==> config.mk <==
export PLATFORM = sky130hd
export DESIGN_NAME = as_gpio_exp_ram
export DESIGN_NICKNAME = d
export VERILOG_FILES = /design/src/rtl/as_pack.sv /design/src/rtl/as_gpio_exp_ram.sv
export SDC_FILE = /design/constraint.sdc
export NUM_CORES = 1
export LEC_CHECK = 0
export CORE_MARGIN = 2
export CORE_UTILIZATION = 41
export DETAILED_ROUTE_END_ITERATION = 10
export DONT_BUFFER_PORTS = 1
export GPL_TIMING_DRIVEN = 0
export PLACE_DENSITY = 0.53
export SLEW_MARGIN = 10
export SYNTH_ARGS = -nofsm -noshare
export SYNTH_HDL_FRONTEND = slang
export SYNTH_SLANG_ARGS = --single-unit
==> constraint.sdc <==
create_clock -name clk_i -period 6.45 [get_ports clk_i]
set_input_delay 0.645 -clock clk_i [delete_from_list [all_inputs] [get_ports clk_i]]
set_output_delay 0.645 -clock clk_i [all_outputs]
set_load 0.01 [all_outputs]
==> src/rtl/as_pack.sv <==
// rtl/as_pack.sv - shared GPIO widths and sequence-checker types
package as_pack;

  // GPIO write port geometry shared with the core and as_top_mem
  localparam int nr_gpios        = 8;
  localparam int gpio_addr_width = 8;

  // Checker verdict state
  typedef enum logic [1:0] {
    ST_IDLE  = 2'd0,
    ST_ARMED = 2'd1,
    ST_PASS  = 2'd2,
    ST_FAIL  = 2'd3
  } seq_chk_state_t;

  // One expected GPIO write
  typedef struct packed {
    logic [gpio_addr_width-1:0] addr;
    logic [nr_gpios-1:0]        data;
  } exp_entry_t;

endpackage

==> src/rtl/as_gpio_exp_ram.sv <==
// rtl/as_gpio_exp_ram.sv - expected-write table, sync write / async read
module as_gpio_exp_ram
  import as_pack::*;
#(
  parameter int DEPTH = 16,
  parameter int IDX_W = 4
) (
  input  logic             clk_i,
  input  logic             we_i,
  input  logic [IDX_W-1:0] widx_i,
  input  exp_entry_t       wentry_i,
  input  logic [IDX_W-1:0] ridx_i,
  output exp_entry_t       rentry_o
);

  // No reset: contents are only meaningful after the table is loaded
  exp_entry_t r_mem [DEPTH];

  // Table write; indices beyond the table are dropped
  always_ff @(posedge clk_i) begin
    if (we_i && (int'(widx_i) < DEPTH)) begin
      r_mem[widx_i] <= wentry_i;
    end
  end

  assign rentry_o = r_mem[ridx_i];

endmodule

==> out/results.txt, run 1 <==
Power Dens Cells = 302 mW/mm^2
Layout cells sized above 1 = 27.7%
Multi-input gate area = 0.00196 sq mm
Fillers = 1975
Max FO, Critical Path = 10
Pwr Total = 3.38 mW
Initial antenna violation count = 0
Register area = 0.00769 sq mm
Top flop regs = r_mem x256
Crit path DAT = 2.45 ns
Type of the worst setup path = in -> out
Total number of vias = 4392
Die W = 158 um
Syn Inst Count = 416
Worst hold path type = in -> reg
Buffers on Ports = 0
Final setup vio count = 0
Final Hold Fails = 0
Ant. Diodes = 0
Worst-Margin Slew = 0.901 ns
DIE AREA = 0.0250 sq mm
CP required = 5.80 ns
H-tree depth = 1
Total core area = 0.0234 sq mm
Maximum vdd drop = 0.228 mV
Final period util = 48.0%
Cell area after synthesis = 0.00972 sq mm
Clock root buffer = clkbuf_16
DR WL/cell = 26.5 um
Register area share after synthesis = 79.1%
Unique masters post-synth = 18
Hold-fix buffers, CTS = 0
Largest reg by FF count = r_mem
Min-delay src = wentry_i[11]
Clock transition at the registers of the reported paths = 0.06 ns
Flop and latch count out of synthesis = 256
RSZ-0062 raised after global routing = false
Mapped Nets = 442
Final Wtd Congestion = 0.683
FMAX = 323 MHz
Leakage = 3.51 nW
Cts bufs inserted = 27
Crit. End Element = output port
# IOs = 42
Hold Crit Depth = 0
Overall routing resource usage = 17.8%
Post-detail-place hpwl = 13700 um
CTS Sinks = 256
CTS tree = done
First-pass GRT wire length = 31200 um
Setup bufs post-CTS = 0
TNS Setup = 0 ns
MaxCap Viol Count = 0
CTS Buffer Depth = 3
DRT iter0 DRCs = 389
Vias per cell = 5.47
Critical Path Source Type = input pin
CTS-repair resized insts = 0
DR pass1 iterations = 4
Hold path endpoint = r_mem[11][11]$_DFFE_PP_
Yosys warns = 0
Post-route ant nets = 0
Avg Cell Area, Syn = 23.4 sq um
Area grow syn2layout = 15.3%
Gr ovfl total = 0
Slew HR = 39.9%
Drt total wl = 21300 um
Vias in the first global route = 4710
Largest net degree at the start of global routing = 17
Outcome = complete, no violations
Max-slew violation count = 0
Total Nets Final = 491
Die Y = 158 um
Drc violations = 0
Min cycle time layout = 3.09 ns
Initial Util = 41.5%
Max reg flops = 256
FP Rows = 56
[report_power, final]
group	internal [mW]	leakage [nW]	total [mW]	switching, mW
Sequential	1.87	2.31	1.87	0.00657
Clock	0.760	0.375	1.36	0.600
Combinational	0.0647	0.820	0.150	0.0857
[per-stage QoR]
step                      utilization (%)  hold WS (ns)  std cells  instance area, sq um  setup slack [ns]
after floorplan                         -         0.744        416                  9720              3.75
after global placement               43.3         0.744        735                 10100              2.34
after detailed placement             44.6         0.744        755                 10400              3.31
after CTS                            47.9         0.188        803                 11200              3.31
after global routing                 47.9         0.190        803                 11200              3.27
final                                47.9         0.206        803                 11200              3.36
[worst max-delay path, stage by stage]
cell and delay, ns:
buf_2 0.23, buf_1 0.68, mux4_2 0.42, a22oi_1 0.28, nand2_1 0.18
[worst max path at each step]
stage	startpoint	endpoint	cells after the start
CTS	ridx_i[1]	rentry_o[9]	5
finish	ridx_i[1]	rentry_o[7]	5
floorplan	widx_i[2]	r_mem[0][0]$_DFFE_PP_	2
detailed placement	ridx_i[1]	rentry_o[9]	5
global placement	widx_i[2]	r_mem[0][15]$_DFFE_PP_	2
global route	ridx_i[1]	rentry_o[7]	5
[routing by layer]
layer / routed length (um) / up-vias / part of all wire [%] / track usage, %
met2: 10400 / 109 / 49 / 29.2
met1: 9400 / 2358 / 44 / 25.0
met5: 0 / - / 0 / 0
met3: 1010 / 39 / 4.7 / 3.15
met4: 417 / 0 / 2.0 / 4.68
li1: - / 1886 / - / -
[layout by cell type (no fill, tap or decap), drive strengths merged]
master and instances:
a22oi 32, and2 1, buf 33, clkbuf 39
clkinv 15, clkinvlp 1, edfxtp 256, inv 1
mux4 64, nand2 17, nand2b 2, nand3 1
nand3b 2, nor2 13, nor2b 2, nor3 4
or3b 1
[synthesized netlist by cell type]
library cell  instances  area [sq um]
edfxtp_1            256          7690
mux4_2               54          1220
a22oi_1              32           240
nand2_1              17          63.8
nor2_1               13          48.8
mux4_1               10           263
clkbuf_1              8          30.0
buf_6                 4          45.0
nor3_1                4          20.0
buf_1                 3          11.3
buf_2                 3          15.0
buf_4                 3          22.5
nand2b_1              2          12.5
nand3b_1              2          15.0
nor2b_1               2          12.5
and2_1                1          6.26
nand3_1               1          5.00
or3b_2                1          8.76
[cell families after synthesis]
group / synth area share [%]
flip-flops: 79.1
multiplexers: 15.2
AND/OR/NAND/NOR: 1.98
AO/OA/AOI/OAI: 2.47
buffers and inverters: 1.27
[layout make-up]
class	count	area share, %
buffer	21	1.11
clock buffer	31	6.16
clock inverter	17	0.692
multi-input combinational	139	17.5
sequential	256	68.6
tap	319	3.56
timing repair buffer	20	2.39
Note: power is estimated with default switching activity, not from simulation.
==> run 2: changes to the inputs <==
--- a/config.mk
+++ b/config.mk
@@ -10,7 +10,7 @@
 export DETAILED_ROUTE_END_ITERATION = 10
 export DONT_BUFFER_PORTS = 1
 export GPL_TIMING_DRIVEN = 0
-export PLACE_DENSITY = 0.53
+export PLACE_DENSITY = 0.55
 export SLEW_MARGIN = 10
 export SYNTH_ARGS = -nofsm -noshare
 export SYNTH_HDL_FRONTEND = slang
==> constraint.sdc (replaced) <==
create_clock -name clk_i -period 2.7 [get_ports clk_i]
set_input_delay 0.27 -clock clk_i [delete_from_list [all_inputs] [get_ports clk_i]]
set_output_delay 0.27 -clock clk_i [all_outputs]
set_load 0.01 [all_outputs]
==> run 2 against run 1 <==
  * Sequential share of layout area fell by 1.7 points
  * Core utilization rose by 1.2 points
  * Via count rose by 2.0%
  * First-iteration DRC count fell by 29%
  * Highest routed layer unchanged
  * Largest power group unchanged
  * Sequential cell count did not move
==> out/results.txt, run 2 (synthesis results as in run 1) <==
Leakage = 3.62 nW (+3.3%)
Non-filler instance count after layout = 822 (+2.4%)
DRT iter0 DRCs = 278 (-29%)
CP startpoint = ridx_i[1]
CTS Sinks = 256 (unchanged)
Cts bufs inserted = 27 (unchanged)
H-tree depth = 1 (unchanged)
RSZ-0062 raised after global routing = false
Critical Path Source Type = input pin
Setup crit end = rentry_o[8]
# IOs = 42 (unchanged)
Max-slew violation count = 0 (unchanged)
CTS tree = done
MaxCap Viol Count = 0 (unchanged)
Final period util = 85.1%
Post-DP Area = 0.0105 sq mm (+0.20%)
Post-route ant nets = 0 (unchanged)
Outcome = complete, no violations
Clock root buffer = clkbuf_16
Vias in the first global route = 4815 (+2.2%)
Ant. Diodes = 0 (unchanged)
DR pass1 iterations = 4 (unchanged)
Vias per cell = 5.45 (-0.33%)
Setup bufs post-CTS = 0 (unchanged)
Largest reg by FF count = r_mem
Slowest CP cell = buf_1
Max FO, Critical Path = 10 (unchanged)
Fin Hold WS = 0.0367 ns (-0.169 ns)
Die W = 158 um (unchanged)
Crit path DAT = 2.03 ns (-0.42 ns)
Total core area = 0.0234 sq mm (unchanged)
Total Nets Final = 510 (+3.9%)
Total number of vias = 4481 (+2.0%)
Max Used Layer = met4
Final Wtd Congestion = 0.680 (-0.37%)
Drc violations = 0 (unchanged)
Buf+Inv Stages, Crit Path = 2 (unchanged)
TNS Setup = 0 ns (unchanged)
First-pass GRT wire length = 30800 um (-1.2%)
Crit-path cells = buf_2, buf_1, mux4_2, a22oi_1, nand2_1
Overall routing resource usage = 17.4% (-0.43 points)
CP Depth = 5 (unchanged)
CP required = 2.43 ns (-3.37 ns)
Area grow syn2layout = 18.2%
Max reg flops = 256 (unchanged)
CTS-repair resized insts = 0 (unchanged)
CTS Buffer Depth = 3 (unchanged)
Layout cells sized above 1 = 26.4% (-1.2 points)
FMAX = 435 MHz
DR WL/cell = 25.4 um (-4.0%)
Fillers = 1951 (-1.2%)
Met1 WL = 9300 um (-1.1%)
DP Cell Count = 755 (unchanged)
Buffers on Ports = 0 (unchanged)
Final WS setup = 0.402 ns (-2.96 ns)
Most frequent cells in the layout = 256 x edfxtp_1, 54 x mux4_2, 32 x a22oi_1, 27 x clkbuf_16, 19 x dlygate4sd3_1
Top delay family on crit path = buffers and inverters
Crit. End Element = output port
Met3 routed WL = 1050 um (+4.5%)
Pre-CTS setup slack = 0.358 ns (-2.96 ns)
Commonest non-fill, non-tap cell in the layout = edfxtp_1
Gr ovfl total = 0 (unchanged)
Largest net degree at the start of global routing = 17 (unchanged)
FP Rows = 56 (unchanged)
Die Y = 158 um (unchanged)
Max incr delay on CP = 0.71 ns (+0.03 ns)
Post-detail-place hpwl = 13300 um (-2.9%)
Type of the worst setup path = in -> out
Final core occ = 49.1% (+1.2 points)
Worst hold path type = in -> reg
Met2 wire len = 10100 um (-3.0%)
Clock transition at the registers of the reported paths = 0.06 ns (about the same)
Final instance area = 0.0115 sq mm (+2.5%)
Initial Util = 41.5% (unchanged)
DIE AREA = 0.0250 sq mm (unchanged)
Final Hold Fails = 0 (unchanged)
Power Dens Cells = 731 mW/mm^2 (+140%)
Final setup vio count = 0 (unchanged)
Min cycle time layout = 2.30 ns
Drt total wl = 20900 um (-1.7%)
Initial antenna violation count = 0 (unchanged)
Slew HR = 40.2% (+0.25 points)
Maximum vdd drop = 0.536 mV (+140%)
Worst-Margin Slew = 0.898 ns (-0.00374 ns)
Top flop regs = r_mem x256
Pwr Total = 8.40 mW (+150%)
[run 2: cell count changes in the layout (fill, tap and decap cells not counted), moves of 2 or more]
cell	change
buf_16	+2
buf_8	-2
bufinv_16	+3
clkbuf_1	+4
clkinv_1	-3
clkinv_2	-3
dlygate4sd3_1	+19
[run 2: layout make-up]
class	instances	area (sq um)	share of cell area [%]
buffer	21	124	1.08
clock inverter	13	133	1.15
multi-input combinational	139	1960	17.1
tap	319	399	3.47
clock buffer	35	706	6.14
sequential	256	7690	66.9
timing repair buffer	39	479	4.17
[run 2: how the worst min path moves through the flow]
stage            startpoint                       to  slack (ns)  cells after the start
3_5_place_dp   wentry_i[11]   r_mem[9][11]$_DFFE_PP_        0.37                      0
5_1_grt           widx_i[0]   r_mem[8][10]$_DFFE_PP_        0.03                      1
6_report          widx_i[0]   r_mem[8][10]$_DFFE_PP_        0.04                      1
3_3_place_gp   wentry_i[12]  r_mem[10][12]$_DFFE_PP_        0.37                      0
2_1_floorplan   wentry_i[0]    r_mem[0][0]$_DFFE_PP_        0.37                      0
4_1_cts           widx_i[0]    r_mem[8][6]$_DFFE_PP_        0.02                      1
[run 2: timing repair]
| action | in CTS | in global routing |
|---|---|---|
| endpoints found under the setup margin | 0 | 0 |
| hold buffers | 19 | 0 |
| endpoints found under the hold margin | 261 | 0 |
[run 2: per-layer routing]
metal	vias up	global-route usage [%]
met4	0	4.16
met3	30	2.98
li1	1940	-
met2	142	28.9
met1	2369	24.3
met5	-	0
[run 2: where the power goes]
group | switching (mW) | internal [mW] | total [mW]
logic | 0.254 | 0.174 | 0.428
clock network | 1.39 | 2.11 | 3.50
registers | 0.0154 | 4.46 | 4.47
total | 1.66 | 6.74 | 8.40
==> run 3: changes to the inputs <==
--- a/config.mk
+++ b/config.mk
@@ -5,6 +5,7 @@
 export SDC_FILE = /design/constraint.sdc
 export NUM_CORES = 1
 export LEC_CHECK = 0
+export CORE_ASPECT_RATIO = 1.25
 export CORE_MARGIN = 2
 export CORE_UTILIZATION = 41
 export DETAILED_ROUTE_END_ITERATION = 10
==> run 3 against run 2 <==
  * Fmax shrank 5.8%
  * Via count shrank 1.3%
  * Final cell count is 4.3% lower
  * Wire length down 0.57%
  * First-iteration DRC count rose by 64%
  * Sequential cell count did not move
==> out/results.txt, run 3 (synthesis results as in run 1) <==
Outcome = complete, no violations
Post-DP Area = 0.0104 sq mm (-0.79%)
Die W = 142 um (-10%)
DP Cell Count = 727 (-3.7%)
Final Hold Fails = 0 (unchanged)
Top flop regs = r_mem x256
First-pass GRT wire length = 31100 um (+1.1%)
Slowest CP cell = buf_1
Power Dens Cells = 720 mW/mm^2 (-1.6%)
FP Rows = 63 (+13%)
CTS tree = done
Post-route ant nets = 0 (unchanged)
Total number of vias = 4424 (-1.3%)
Hold Crit Depth = 1 (unchanged)
Cts bufs inserted = 25 (-7.4%)
RSZ-0062 raised after global routing = false
Most frequent cells in the layout = 256 x edfxtp_1, 54 x mux4_2, 32 x a22oi_1, 25 x clkbuf_16, 18 x dlygate4sd3_1
Min cycle time layout = 2.44 ns (+0.141 ns)
Drc violations = 0 (unchanged)
Worst hold path type = in -> reg
Largest reg by FF count = r_mem
Gr ovfl total = 0 (unchanged)
DIE AREA = 0.0250 sq mm (about the same)
Leakage = 3.57 nW (-1.6%)
Layout cells sized above 1 = 26.9% (+0.43 points)
Non-filler instance count after layout = 787 (-4.3%)
Crit. End Element = output port
Final setup vio count = 0 (unchanged)
Hold path endpoint = r_mem[4][10]$_DFFE_PP_
DRT iter0 DRCs = 455 (+64%)
Final period util = 90.3% (+5.2 points)
Setup bufs post-CTS = 0 (unchanged)
Vias per cell = 5.62 (+3.1%)
Crit path DAT = 2.17 ns (+0.14 ns)
Fillers = 1929 (-1.1%)
Slew HR = 37.9% (-2.3 points)
Buffers on Ports = 0 (unchanged)
Final instance area = 0.0113 sq mm (-1.6%)
Ant. Diodes = 0 (unchanged)
Min-delay src = widx_i[0]
Initial antenna violation count = 0 (unchanged)
DR pass1 iterations = 4 (unchanged)
H-tree depth = 1 (unchanged)
Type of the worst setup path = in -> out
Initial Util = 41.4% (-0.15 points)
Vias in the first global route = 4966 (+3.1%)
FMAX = 410 MHz (-5.8%)
Clock root buffer = clkbuf_16
CP required = 2.43 ns (about the same)
Clock transition at the registers of the reported paths = 0.06 ns (about the same)
Crit-path cells = buf_2, buf_1, mux4_2, a22oi_1, nand2_1
# IOs = 42 (unchanged)
Final Wtd Congestion = 0.695 (+2.1%)
Overall routing resource usage = 17.3% (-0.15 points)
Worst-Margin Slew = 0.927 ns (+0.0295 ns)
Maximum vdd drop = 0.377 mV (-30%)
DR WL/cell = 26.4 um (+3.8%)
Max incr delay on CP = 0.73 ns (+0.02 ns)
CTS Sinks = 256 (unchanged)
Fin Hold WS = 0.0111 ns (-0.0256 ns)
MaxCap Viol Count = 0 (unchanged)
TNS Setup = 0 ns (unchanged)
Buf+Inv Stages, Crit Path = 2 (unchanged)
CTS Buffer Depth = 3 (unchanged)
Total core area = 0.0235 sq mm (+0.37%)
Total Nets Final = 506 (-0.78%)
Area grow syn2layout = 16.3%
Commonest non-fill, non-tap cell in the layout = edfxtp_1
Largest net degree at the start of global routing = 17 (unchanged)
Max reg flops = 256 (unchanged)
Drt total wl = 20800 um (-0.57%)
Top delay family on crit path = buffers and inverters
Die Y = 176 um (+12%)
Post-detail-place hpwl = 13700 um (+2.9%)
Max FO, Critical Path = 10 (unchanged)
Critical Path Source Type = input pin
Max-slew violation count = 0 (unchanged)
## run 3: cell types whose count changed in the layout (fill, tap and decap cells not counted)
cell | before | now
buf_4 | 8 | 5
buf_6 | 7 | 12
buf_16 | 3 | 0
clkbuf_16 | 27 | 25
clkinv_2 | 1 | 5
clkinv_1 | 8 | 4
bufinv_16 | 3 | 2
dlygate4sd3_1 | 19 | 18
clkbuf_1 | 16 | 13
## run 3: metal layers
| layer | wire [um] | GRT usage (%) | up-vias |
|---|---|---|---|
| li1 | - | - | 1917 |
| met1 | 8410 | 23.2 | 2333 |
| met2 | 10700 | 29.4 | 131 |
| met3 | 1150 | 2.36 | 43 |
| met4 | 570 | 5.58 | 0 |
| met5 | 0 | 0 | - |
## run 3: power breakdown
group	total (mW)	internal [mW]	switching [mW]
combinational	0.423	0.170	0.253
clock	3.24	1.88	1.37
sequential	4.47	4.46	0.0153
total	8.14	6.50	1.64
## run 3: worst max path at each step
stage	start	endpoint	slack, ns	depth (start not counted)
global placement	widx_i[2]	r_mem[0][2]$_DFFE_PP_	-1.16	2
finish	ridx_i[1]	rentry_o[9]	0.26	5
CTS	ridx_i[1]	rentry_o[9]	0.23	5
global route	ridx_i[1]	rentry_o[9]	0.18	5
detailed placement	ridx_i[1]	rentry_o[9]	0.24	5
floorplan	widx_i[2]	r_mem[0][0]$_DFFE_PP_	0.37	2
## run 3: final cells by class
type	instances	area (sq um)	share of cell area (%)
Multi-Input combinational cell	139	1960	17.3
Buffer	21	124	1.10
Clock buffer	30	644	5.70
Sequential cell	256	7690	68.0
Timing Repair Buffer	37	420	3.72
Tap cell	292	365	3.23
Clock inverter	12	108	0.951
## run 3: per-stage QoR
step | power (mW) | setup WS [ns] | utilization [%]
3_5_place_dp | 4.92 | 0.241 | 44.2
4_1_cts | 8.21 | 0.231 | 48.2
5_1_grt | 8.40 | 0.180 | 48.2
6_report | 8.14 | 0.261 | 48.2
3_3_place_gp | 4.90 | -1.16 | 42.9
2_1_floorplan | 4.80 | 0.375 | -
## run 3: what timing repair did
item | 4_1_cts | 5_1_grt
hold endpoints to repair | 258 | 0
hold buffers | 18 | 0
gates resized for setup | 0 | 0
